[src/rtl/uart_mult_byte_tx.sv]
// rtl/uart_mult_byte_tx.sv - 8-byte packet UART transmitter (0x55, A, B, C, CR, LF)
module uart_mult_byte_tx #(
    parameter int          CLK_FREQ = 50_000_000,
    parameter int          UART_BPS = 230400,
    parameter logic [7:0]  HEADER   = 8'h55
) (
    input  logic        sys_clk,
    input  logic        sys_rst,
    input  logic        pack_start,
    input  logic [7:0]  dataA,
    input  logic [15:0] dataB,
    input  logic [15:0] dataC,
    output logic        pack_busy,
    output logic        pack_done,
    output logic [2:0]  byte_cnt,
    output logic        uart_txd
);

    localparam int BPS_CNT = CLK_FREQ / UART_BPS;
    localparam int CW      = $clog2(BPS_CNT + 1);
    localparam logic [CW-1:0] BPS_LAST = CW'(BPS_CNT - 1);

    typedef enum logic [1:0] {
        IDLE  = 2'd0,
        START = 2'd1,
        DATA  = 2'd2,
        STOP  = 2'd3
    } state_t;

    state_t        state;
    logic [CW-1:0] baud_cnt;
    logic [2:0]    bit_idx;
    logic [7:0]    shadow_a;
    logic [15:0]   shadow_b;
    logic [15:0]   shadow_c;
    logic [7:0]    cur_byte;
    logic          baud_end;

    assign baud_end = (baud_cnt == BPS_LAST);

    // Select the frame byte for the current byte index from the shadowed payload
    always_comb begin
        cur_byte = HEADER;
        case (byte_cnt)
            3'd0: cur_byte = HEADER;
            3'd1: cur_byte = shadow_a;
            3'd2: cur_byte = shadow_b[15:8];
            3'd3: cur_byte = shadow_b[7:0];
            3'd4: cur_byte = shadow_c[15:8];
            3'd5: cur_byte = shadow_c[7:0];
            3'd6: cur_byte = 8'h0D;
            3'd7: cur_byte = 8'h0A;
            default: cur_byte = HEADER;
        endcase
    end

    // Frame FSM: every bit is held for BPS_CNT cycles, the next line level is registered on terminal count
    always_ff @(posedge sys_clk or posedge sys_rst) begin
        if (sys_rst) begin
            state     <= IDLE;
            baud_cnt  <= '0;
            bit_idx   <= '0;
            byte_cnt  <= '0;
            shadow_a  <= '0;
            shadow_b  <= '0;
            shadow_c  <= '0;
            pack_busy <= 1'b0;
            pack_done <= 1'b0;
            uart_txd  <= 1'b1;
        end else begin
            pack_done <= 1'b0;
            case (state)
                IDLE: begin
                    uart_txd <= 1'b1;
                    baud_cnt <= '0;
                    bit_idx  <= '0;
                    if (pack_start) begin
                        shadow_a  <= dataA;
                        shadow_b  <= dataB;
                        shadow_c  <= dataC;
                        pack_busy <= 1'b1;
                        byte_cnt  <= '0;
                        uart_txd  <= 1'b0;
                        state     <= START;
                    end
                end
                START: begin
                    if (baud_end) begin
                        baud_cnt <= '0;
                        bit_idx  <= '0;
                        uart_txd <= cur_byte[0];
                        state    <= DATA;
                    end else begin
                        baud_cnt <= baud_cnt + CW'(1);
                    end
                end
                DATA: begin
                    if (baud_end) begin
                        baud_cnt <= '0;
                        if (bit_idx == 3'd7) begin
                            uart_txd <= 1'b1;
                            state    <= STOP;
                        end else begin
                            bit_idx  <= bit_idx + 3'd1;
                            uart_txd <= cur_byte[bit_idx + 3'd1];
                        end
                    end else begin
                        baud_cnt <= baud_cnt + CW'(1);
                    end
                end
                STOP: begin
                    if (baud_end) begin
                        baud_cnt <= '0;
                        if (byte_cnt == 3'd7) begin
                            // last stop bit done: release the line and flag completion
                            pack_busy <= 1'b0;
                            pack_done <= 1'b1;
                            byte_cnt  <= '0;
                            uart_txd  <= 1'b1;
                            state     <= IDLE;
                        end else begin
                            // next byte's start bit follows immediately, no idle gap
                            byte_cnt <= byte_cnt + 3'd1;
                            uart_txd <= 1'b0;
                            state    <= START;
                        end
                    end else begin
                        baud_cnt <= baud_cnt + CW'(1);
                    end
                end
                default: begin
                    state <= IDLE;
                end
            endcase
        end
    end

endmodule
[config.mk]
export PLATFORM = sky130hd
export DESIGN_NAME = uart_mult_byte_tx
export DESIGN_NICKNAME = d
export VERILOG_FILES = /design/src/rtl/uart_mult_byte_tx.sv
export SDC_FILE = /design/constraint.sdc
export NUM_CORES = 1
export LEC_CHECK = 0
export ABC_AREA = 1
export CORE_MARGIN = 8
export CORE_UTILIZATION = 57
export CTS_CLUSTER_DIAMETER = 50
export DETAILED_ROUTE_END_ITERATION = 7
export DONT_BUFFER_PORTS = 1
export PLACE_DENSITY_LB_ADDON = 0.2
export SYNTH_ARGS = -nofsm -noshare
export SYNTH_HDL_FRONTEND = slang
export SYNTH_SLANG_ARGS = --single-unit
[constraint.sdc]
create_clock -name sys_clk -period 1.87 [get_ports sys_clk]
set_clock_uncertainty 0.05 [all_clocks]
set_input_delay 0.4675 -clock sys_clk [delete_from_list [all_inputs] [get_ports sys_clk]]
set_output_delay 0.4675 -clock sys_clk [all_outputs]
set_load 0.03 [all_outputs]
==> flow_metrics.tcl <==
set metrics [dict create \
    outcome "finished clean" \
    p_leak_nw 1.93 \
    ir_drop_mv 0.541 \
    synth_fp_nets 459 \
    fin_nets 479 \
    start_kind "register" \
    grt_usage 0.198 \
    synth_simple_gate_area_frac 0.326 \
    syn_area_sq_um 3040 \
    crit_cells 14 \
    synth_compound_area_frac 0.0548 \
    n_antenna_cell 0 \
    startpoint "byte_cnt[1]" \
    vias 2628 \
    final_cell_mix "166 x nand2_1, 54 x dfrtp_1, 31 x inv_1" \
    hold_viol 0 \
    drv_slew 0 \
    crit_slowest_cell "dfrtp_2" \
    syn_inst 402 \
    rows 26 \
    max_slew.worst_pin.slew_ns 0.411 \
    clock_path_buffers 2 \
    yosysUniqueCellTypes 28 \
    synth_top_family_by_area "simple AND/OR/NAND/NOR gates" \
    grt_max_degree 60 \
    finalSetupViolCount 0 \
    pwr_density_cell_nw_per_um2 701 \
    crit_end "uart_txd" \
    pin_count 49 \
    crit_path_end_kind "register" \
    r2r_slack_ns 0.03 \
    synth_xor_area_frac 0.00577 \
    synth_top_cell_by_area "dfrtp_1" \
    port-buffer-count 0 \
    initial_core_util 0.591 \
    crit_path_frequent_cell "nand2_1" \
    cap_violations 0 \
    path_delay_family "simple AND/OR/NAND/NOR gates" \
    cts_root_buffer "clkbuf_8" \
    drtAntennaViolNets 0 \
    gp_congestion 0.957 \
    syn_area_per_cell_sq_um 7.55 \
    post-route-drc-count 0 \
    cp_max_fo 9 \
    cts_buffers 9 \
    rsz0062_at_grt "yes" \
    syn2layout_area_growth_pct 19.1 \
    worst_slack_ns 0.0342 \
    fin_crit_sh 0.982 \
    vias_per_cell 5.29 \
    drt_first_pass_iters 5 \
    clock_latency_ns 0.35 \
    drt_iter0_drc 205 \
    synthMuxAreaShare 0 \
    dpl_worst_slack_ns -0.0374 \
    die_h_microns 89.0 \
    cts_hold_buf 0 \
    crit_chain "ha_4 > ha_4 > nand2_1 > nand2_1 > nor2_1 > nand2_1 > nand3_2 > nand2_2 > a21oi_2 > nand2_1 > nand2_1 > nand2_1 > nand2_1 > nand2_1" \
    synth-seq-area-share 0.487 \
    max_freq_mhz 545 \
    wl_mm 7.47 \
    mostFrequentLayoutCell "nand2_1" \
    area.sequential_sq_um 1480 \
    synth.yosys.warnings 0 \
    rr_endpoint "uart_txd" \
    core_area_sq_um 5140 \
    multiInputGateArea_sq_um 1480 \
    place_hpwl_mm 5.10 \
    grt_pass1_wl_mm 11.9 \
    grt.overflow.total 0 \
    synth_area_leaders "dfrtp_1 48%, nand2_1 21%, ha_1 5.8%" \
    worstPathRequired_ns 2.10 \
    slowest_delay_ns 0.46 \
    worstSetupPathType "register to register" \
    setup_tns_ns 0 \
    synth_top_cell_area_share 0.478 \
    cp_num_buf_inv 0 \
    cts.htree.levels 3 \
    ff2ff_path_depth 14 \
    fillers 422 \
    grt_antenna_before_repair 0 \
    reg2reg_from "byte_cnt[1]" \
    drive_above_1_share 0.178 \
    die_w_microns 89.0 \
    crit_arrival_ns 2.06 \
    period_needed_ns 1.84 \
    cts_tree "yes" \
    synth_adder_area_share 0.0577 \
    synth_seq_cells 59 \
    maxSlewHeadroom 0.724 \
    cts_sinks 59 \
    wl_per_cell_microns 15.0 \
    grt_pass1_vias 2552 \
    hp-class "input pin to async pin" \
    clkTransAtPathRegs_ns 0.07 \
    die-area_sq_um 7920 \
]
[layout make-up]
| type | count | area share |
|---|---|---|
| clock buffer | 12 | 0.0457 |
| tap | 70 | 0.0242 |
| inverter | 38 | 0.0412 |
| timing repair buffer | 23 | 0.0567 |
| clock inverter | 4 | 0.0131 |
| sequential | 59 | 0.410 |
| multi-input combinational | 291 | 0.409 |
[logic make-up (layout without fill, tap and decap cells)]
kind of cell | after synthesis | in the layout
AND/OR/NAND/NOR | 243 | 243
AO/OA/AOI/OAI | 32 | 32
XOR/XNOR | 2 | 2
flip-flops | 59 | 59
adder cells (fa/ha/maj) | 14 | 14
buffers and inverters | 52 | 77
[power by group]
group	switching, mW	internal (mW)
sequential	0	1.28
combinational	0.0240	0.00499
clock	0.511	0.719
total	0.535	2.00
[flip-flops by register name, indices dropped and copies added, names as in the netlist]
name	count
pack_busy	1
shadow_b	16
bit_idx	3
shadow_c	16
uart_txd	1
state	2
byte_cnt	3
pack_done	1
shadow_a	8
baud_cnt	8
[synthesized netlist by cell type (all sizes together)]
| cell | n |
|---|---|
| nand2 | 171 |
| dfrtp | 58 |
| inv | 38 |
| nand3 | 32 |
| nor2 | 30 |
| o21ai | 19 |
| ha | 14 |
| a21oi | 9 |
| buf | 8 |
| clkbuf | 6 |
| nor3 | 6 |
| o22ai | 2 |
| xor2 | 2 |
| a31oi | 1 |
| and3 | 1 |
| dfstp | 1 |
| nand4 | 1 |
| nor3b | 1 |
| o211ai | 1 |
| or2 | 1 |
[timing repair]
action                     CTS  global route
pin swaps                    0            10
buffers inserted             0             3
gates resized for setup      4            34
setup endpoints to repair    1             7
[stage by stage]
stage | cell area (sq um) | cells | utilization | hold slack, ns | power [mW]
after floorplan | 3040 | 402 | - | 0.382 | 1.32
after global placement | 3240 | 478 | 0.630 | 0.394 | 1.33
after detailed placement | 3240 | 478 | 0.630 | 0.401 | 1.33
after CTS | 3460 | 494 | 0.673 | 0.0280 | 2.55
after global routing | 3620 | 497 | 0.704 | 0.0422 | 2.60
final | 3620 | 497 | 0.704 | 0.00327 | 2.53
[how the worst min path moves through the flow]
stage / slack (ns) / to / depth (start not counted) / start
after detailed placement: 0.40 / bit_idx[1] / 2 / sys_rst
after global placement: 0.39 / bit_idx[0] / 2 / sys_rst
after CTS: 0.03 / shadow_a[2] / 2 / sys_rst
final: 0.003 / state[1] / 2 / sys_rst
after floorplan: 0.38 / baud_cnt[0] / 1 / baud_cnt[0]
after global routing: 0.04 / shadow_b[15] / 2 / sys_rst
[metal layers]
layer  wire length, microns  track usage
met5                      0            0
met2                   3530        0.298
met1                   3340        0.258
met3                    467       0.0506
met4                    130        0.101
No activity file was read; power rests on OpenSTA's default activity.
